==> src/rtl/event_encoder_8to3_pkg.sv <==
// Shared sizing and helpers for the 8:3 event encoder.
// The encoder collects event strobes and emits one binary index per handshake.
package event_enc_pkg;
  localparam int EVT_N = 8;
  localparam int EVT_W = 3;

  // Index of the lowest set bit; returns 0 for an all-zero vector.
  function automatic logic [5:0] onehot_lsb(input logic [63:0] v);
    onehot_lsb = '0;
    for (int i = 63; i >= 0; i--)
      if (v[i]) onehot_lsb = 6'(i);
  endfunction
endpackage

==> src/rtl/event_encoder_8to3_rr_pick.sv <==
// Combinational rotating-priority picker: first set bit of cand at or after
// ptr+1 (modulo N) when rr_en, otherwise the lowest set bit.
module rr_pick
  import event_enc_pkg::*;
#(
  parameter int N = EVT_N,
  parameter int W = $clog2(N)
) (
  input  logic [N-1:0] cand,
  input  logic [W-1:0] ptr,
  input  logic         rr_en,
  output logic [W-1:0] sel,
  output logic         any
);
  logic [W-1:0] start;
  logic [N-1:0] rot;

  // Rotate so the search origin lands on bit 0, pick lowest, rotate back.
  always_comb begin
    start = rr_en ? W'(ptr + 1'b1) : '0;
    rot   = N'({cand, cand} >> start);
    sel   = W'(onehot_lsb(64'(rot))) + start;
    any   = |cand;
  end
endmodule

==> src/rtl/event_encoder_8to3.sv <==
// Sequential 8:3 encoder: captures event strobes into a pending set and
// emits one encoded index per valid/ready handshake.
module event_encoder_8to3
  import event_enc_pkg::*;
#(
  parameter int N  = EVT_N,
  parameter int W  = $clog2(N),
  parameter int RR = 0
) (
  input  logic         clk,
  input  logic         rst_n,
  input  logic         enable,
  input  logic [N-1:0] in,
  output logic [W-1:0] out,
  output logic         out_valid,
  input  logic         out_ready,
  output logic [N-1:0] pending,
  output logic         overflow
);
  logic [N-1:0] cand;
  logic [N-1:0] sel_mask;
  logic [W-1:0] ptr;
  logic [W-1:0] sel;
  logic         any;
  logic         slot_free;
  logic         rr_en;

  assign rr_en = (RR != 0);

  always_comb begin
    cand      = pending | (enable ? in : '0);
    slot_free = !out_valid || out_ready;
    sel_mask  = {{(N-1){1'b0}}, 1'b1} << sel;
  end

  rr_pick #(.N(N), .W(W)) u_pick (
    .cand  (cand),
    .ptr   (ptr),
    .rr_en (rr_en),
    .sel   (sel),
    .any   (any)
  );

  // ptr resets to N-1 so the first round-robin search begins at line 0.
  always_ff @(posedge clk) begin
    if (!rst_n) begin
      pending   <= '0;
      out       <= '0;
      out_valid <= 1'b0;
      overflow  <= 1'b0;
      ptr       <= '1;
    end else begin
      // A strobe on a line that is already pending merges away: report it.
      overflow <= enable && |(in & pending);
      if (slot_free) begin
        if (any) begin
          out       <= sel;
          out_valid <= 1'b1;
          ptr       <= sel;
          pending   <= cand & ~sel_mask;
        end else begin
          out_valid <= 1'b0;
          pending   <= cand;
        end
      end else begin
        pending <= cand;
      end
    end
  end
endmodule

==> config.mk <==
export PLATFORM = sky130hd
export DESIGN_NAME = event_encoder_8to3
export DESIGN_NICKNAME = d
export VERILOG_FILES = /design/src/rtl/event_encoder_8to3_pkg.sv /design/src/rtl/event_encoder_8to3_rr_pick.sv /design/src/rtl/event_encoder_8to3.sv
export SDC_FILE = /design/constraint.sdc
export NUM_CORES = 1
export LEC_CHECK = 0
export CORE_ASPECT_RATIO = 1.1
export CORE_MARGIN = 3
export CORE_UTILIZATION = 45
export DETAILED_ROUTE_END_ITERATION = 6
export GPL_TIMING_DRIVEN = 0
export HOLD_SLACK_MARGIN = 0.08
export PLACE_DENSITY = 0.79
export SYNTH_ARGS = -nofsm -noshare
export SYNTH_HDL_FRONTEND = slang
export SYNTH_SLANG_ARGS = --single-unit
==> constraint.sdc <==
create_clock -name clk -period 4.3 [get_ports clk]
set_clock_uncertainty 0.15 [all_clocks]
set_input_delay 0.86 -clock clk [delete_from_list [all_inputs] [get_ports clk]]
set_output_delay 0.86 -clock clk [all_outputs]
set_load 0.05 [all_outputs]
Word level (Yosys, flattened, before mapping):

Index checks and enable logic that the tools add are counted.

* logic and storage cells: 27
* latch bits: 0
* bits in registers: 13
* memory bits (read-only): 0
* input port bits: 12
* RAM bits: 0
* output and inout bits: 13
* memories kept: 0

* bitwise operators: 4
* add/sub/neg operators: 0
* equality and inequality tests: 0
* div/mod/pow operators: 0
* shift-type cells: 1
* magnitude comparators: 0
* multiply operators: 0
* muxes and demuxes: 12
* reductions and logical operators: 6

Operator list (number)
* 2-to-1 mux 3 bit: 8
* 2-to-1 mux 8 bit: 3
* AND 8 bit: 2
* OR reduction 8 bit: 2
* inverter 8 bit: 1
* OR 8 bit: 1
* << shifter 1 x 3 -> 8 bit (first input constant): 1
* AND reduction 2 bit: 1
* logical AND 1 bit: 1
* logical NOT 1 bit: 1
* logical OR 1 bit: 1
* 2-to-1 mux 1 bit: 1

Depth between registers and ports, before layout:

* word-level depth: 15
* gate-level depth with buffers: 5
* mapped depth without buffers: 4

By module:

From an unflattened synthesis, not the netlist that was laid out.

* cells, all modules: 116
* area total of the unflattened synthesis: 1198.6 µm²

By module, submodules not included
* event_encoder_8to3: cells an instance 73, sequential area each 320.3 µm², area each 710.7 µm², instances 1
* rr_pick: cells an instance 43, sequential area each 0.0 µm², area each 488.0 µm², instances 1

Worst setup path before layout:

Ideal clock, no wire load.

* kind: input port to flip-flop
* from: input in[6]
* to: register out[0]
* setup slack: 2.269 ns
* path buffers: 0
* setup time: 0.084 ns
* stages: 4
* required time: 4.066 ns
* arrival time: 1.797 ns
* cells stage by stage: o21ai_2 -> nand4_2 -> or4_1 -> o221ai_1

* longest elaborated chain between the ends: 9
* elaborated cells between the ends (all ways): 11
* classes of those cells: 8 x mux; 1 x bitwise; 2 x reduce/logical

Ends and longest elaborated chain
* start: declaration: line event_encoder_8to3.sv:13 `input logic [N-1:0] in,`
* 2-to-1 mux 8 bit *: line event_encoder_8to3.sv:31 `cand = pending | (enable ? in : '0);`
* OR 8 bit *: line event_encoder_8to3.sv:31
* 2-to-1 mux 3 bit (7 in series): line event_encoder_8to3_pkg.sv:11 `if (v[i]) onehot_lsb = 6'(i);`
* end signal: assignment: line event_encoder_8to3.sv:57 `out <= sel;`
* end: declaration: line event_encoder_8to3.sv:14 `output logic [W-1:0] out,`

Every way passes the cells marked *; elsewhere a longest branch is shown, timed or not.
A chain may end at the register's enable or synchronous reset.

Worst setup path after layout:

* from: register pending[5]
* to: output pending[5]

RTL lines
* start: declaration: line event_encoder_8to3.sv:17 `output logic [N-1:0] pending,`
* start signal: assignment: line event_encoder_8to3.sv:60 `pending <= cand & ~sel_mask;`
* start signal: assignment: line event_encoder_8to3.sv:63 `pending <= cand;`
* start signal: assignment: line event_encoder_8to3.sv:66 `pending <= cand;`

No word-level cell between the ends.

==> results_dict.tcl <==
set metrics [dict create \
    synth.avg_cell_area_sq_um 9.02 \
    rows 14 \
    worstMarginPinSlew_ns 0.512 \
    leakagePower_nw 0.359 \
    syn_area_sq_um 731 \
    crit_chain "clkdlybuf4s50_1" \
    r2r_start "pending[6]" \
    worst_setup_path_end_kind "output port" \
    cts_setup_buffers 0 \
    synthesis.nets 93 \
    drc 0 \
    die_x_um 44.4 \
    synth-seq-cells 13 \
    clkTransAtPathRegs_ns 0.07 \
    crit_family "buffers and inverters" \
    fillers 119 \
    fmax_mhz 380 \
    dp_hpwl_um 1530 \
    worstPathArrival_ns 1.62 \
    synthTopCellsByArea "dfxtp_1 36%, nand2_1 4.6%, a21oi_1 4.1%, a22oi_1 4.1%, a2111oi_4 3.8%" \
    relSlewSlack 0.657 \
    slowest_stage "clkdlybuf4s50_1" \
    io_buffers 23 \
    cts_buffers 3 \
    post_cts_resized 0 \
    firstDrtPassIters 4 \
    area_growth_pct 37.8 \
    initial_utilization 0.503 \
    cts_tree "built" \
    drv_cap 0 \
    rsz0062_at_grt "false" \
    p_switching_w 0.000131 \
    fin_crit_ns 2.63 \
    grt_max_degree 11 \
    drt-total-wl_um 2050 \
    period_share 0.612 \
    drt_iter0_drc 28 \
    synth_top_area_cell "dfxtp_1" \
    hold_class "reg2reg" \
    setup-tns-final_ns 0 \
    multi_input_area_sq_um 452 \
    io_pins 25 \
    power_w 0.000344 \
    grt_usage 0.208 \
    max_stage_delay_ns 0.86 \
    routedWlPerCell_um 16.6 \
    h-tree-depth 1 \
    synth_top_cell_area_share 0.356 \
    combPwrFrac 0.362 \
    clkSinkCount 13 \
    status "completed" \
    clkPwrFrac 0.234 \
    place_congestion 0.837 \
    dieArea_sq_um 2140 \
    critPathKind "reg2out" \
    fin_nets 121 \
    p_per_area_nw_per_um2 341 \
    insertion_delay_ns 0.29 \
    ys_types 38 \
    core_area_sq_um 1450 \
    min_from "out[1]" \
    yosysWarnings 0 \
    seqPwrFrac 0.404 \
    postCtsHoldBufs 0 \
    grt_pass1_vias 698 \
    num_vias 803 \
    synth-seq-area-share 0.356 \
    swShare 0.380 \
    routed_via_density 6.48 \
    ir_worst_vdd_mv 0.214 \
    required_ns 3.29 \
    worstSetupStartpointType "register" \
    synthCells 81 \
    cp_max_fo 6 \
    overflow 0 \
    finalSetupViolations 0 \
    worstPathBufferInverterCount 1 \
    root_buffer "clkbuf_4" \
    grt_antenna_before_repair 0 \
    worstSetupStartpoint "pending[5]" \
    die_y_um 48.3 \
    diodes 0 \
    drv_slew 0 \
    grt_pass1_wl_um 3100 \
    clock_path_buffers 2 \
    seq_area_sq_um 260 \
    postRouteAntennaNets 0 \
    p_int_w 0.000213 \
    drive_above_1_share 0.139 \
    hold_viol_final 0 \
]
synthesized netlist by cell type:
| library cell | n |
|---|---|
| dfxtp_1 | 13 |
| nand2_1 | 9 |
| a21oi_1 | 6 |
| nor2_1 | 6 |
| a22oi_1 | 4 |
| a211oi_1 | 3 |
| nor3_1 | 3 |
| o21ai_0 | 3 |
| a21oi_2 | 2 |
| a41oi_1 | 2 |
| nor2b_1 | 2 |
| o21ai_2 | 2 |
| a2111oi_4 | 1 |
| a21o_1 | 1 |
| a21o_2 | 1 |
| a311oi_1 | 1 |
| a31oi_1 | 1 |
| and3_1 | 1 |
| and4_2 | 1 |
| buf_6 | 1 |
| clkbuf_1 | 1 |
| inv_1 | 1 |
| mux2i_1 | 1 |
| nand2b_1 | 1 |
| nand3_1 | 1 |
| nand4_2 | 1 |
| nor2_2 | 1 |
| nor4b_2 | 1 |
| o2111ai_1 | 1 |
| o211a_1 | 1 |
| o211ai_2 | 1 |
| o21a_1 | 1 |
| o21ai_1 | 1 |
| o221ai_1 | 1 |
| o311ai_0 | 1 |
| o31ai_1 | 1 |
| o41a_1 | 1 |
| or4_1 | 1 |
area by class of cell:
cell class | instances | share of cell area
timing repair buffer | 23 | 0.229
clock buffer | 4 | 0.0261
multi-input combinational | 65 | 0.448
sequential | 13 | 0.258
inverter | 1 | 0.00373
buffer | 2 | 0.0149
tap | 16 | 0.0199
metal layers:
layer,wire length [um],share of wire,track usage,vias to the layer above
met5,0,0,0,-
met4,62,0.030,0.133,0
met3,196,0.095,0.0517,9
met2,951,0.46,0.340,55
met1,842,0.41,0.248,364
li1,-,-,-,375
stage by stage:
step	setup slack, ns	std cells	hold WS (ns)	cell area, sq um	utilization
floorplan	2.27	81	0.527	731	-
global placement	1.58	120	0.300	981	0.675
detailed placement	1.57	120	0.315	981	0.675
CTS	1.67	124	0.328	1010	0.693
global route	1.62	124	0.343	1010	0.693
finish	1.67	124	0.325	1010	0.693
kinds of logic (layout without fill, tap and decap cells):
logic type,after synthesis,in the layout,synth area share
simple gates,28,28,0.209
buf+inv,3,30,0.0257
mux,1,1,0.0137
flops,13,13,0.356
compound gates,36,36,0.396
worst reg2reg max path: stages, from the launching register on:
cell      delay (ns)
dfxtp_1         0.35
nor2_2          0.23
nand4_2         0.19
o311ai_0        0.46
o221ai_1        0.15
power groups by stage:
stage	registers, W	logic, W	clock network, W
final	0.000139	0.000124	0.0000802
after global routing	0.000140	0.000132	0.0000840
after CTS	0.000139	0.000123	0.0000808
after detailed placement	0.000142	0.000123	0
after global placement	0.000141	0.000122	0
after floorplan	0.000172	0.0000493	0
sequential cells by signal, summed over array words and instances, names as in the netlist:
register	count
overflow	1
pending	8
out	3
out_valid	1
path summary, 6_finish.rpt:
check	endpoint	slack [ns]	cells past startpoint
worst max-delay path	pending[5]	1.67	1
worst min-delay path	out[1]	0.32	2
worst max register to register	out[0]	2.63	4
worst min register to register	out[1]	0.32	2
cell usage in the layout, fill, tap and decap left out, types with 2 or more instances in the layout:
cell / Yosys / layout
a211oi_1: 3 / 3
a21oi_1: 6 / 6
a21oi_2: 2 / 2
a22oi_1: 4 / 4
a41oi_1: 2 / 2
clkbuf_1: 1 / 2
clkbuf_4: 0 / 3
clkdlybuf4s50_1: 0 / 23
dfxtp_1: 13 / 13
nand2_1: 9 / 9
nor2_1: 6 / 6
nor2b_1: 2 / 2
nor3_1: 3 / 3
o21ai_0: 3 / 3
o21ai_2: 2 / 2
No activity file was read; power rests on OpenSTA's default activity.
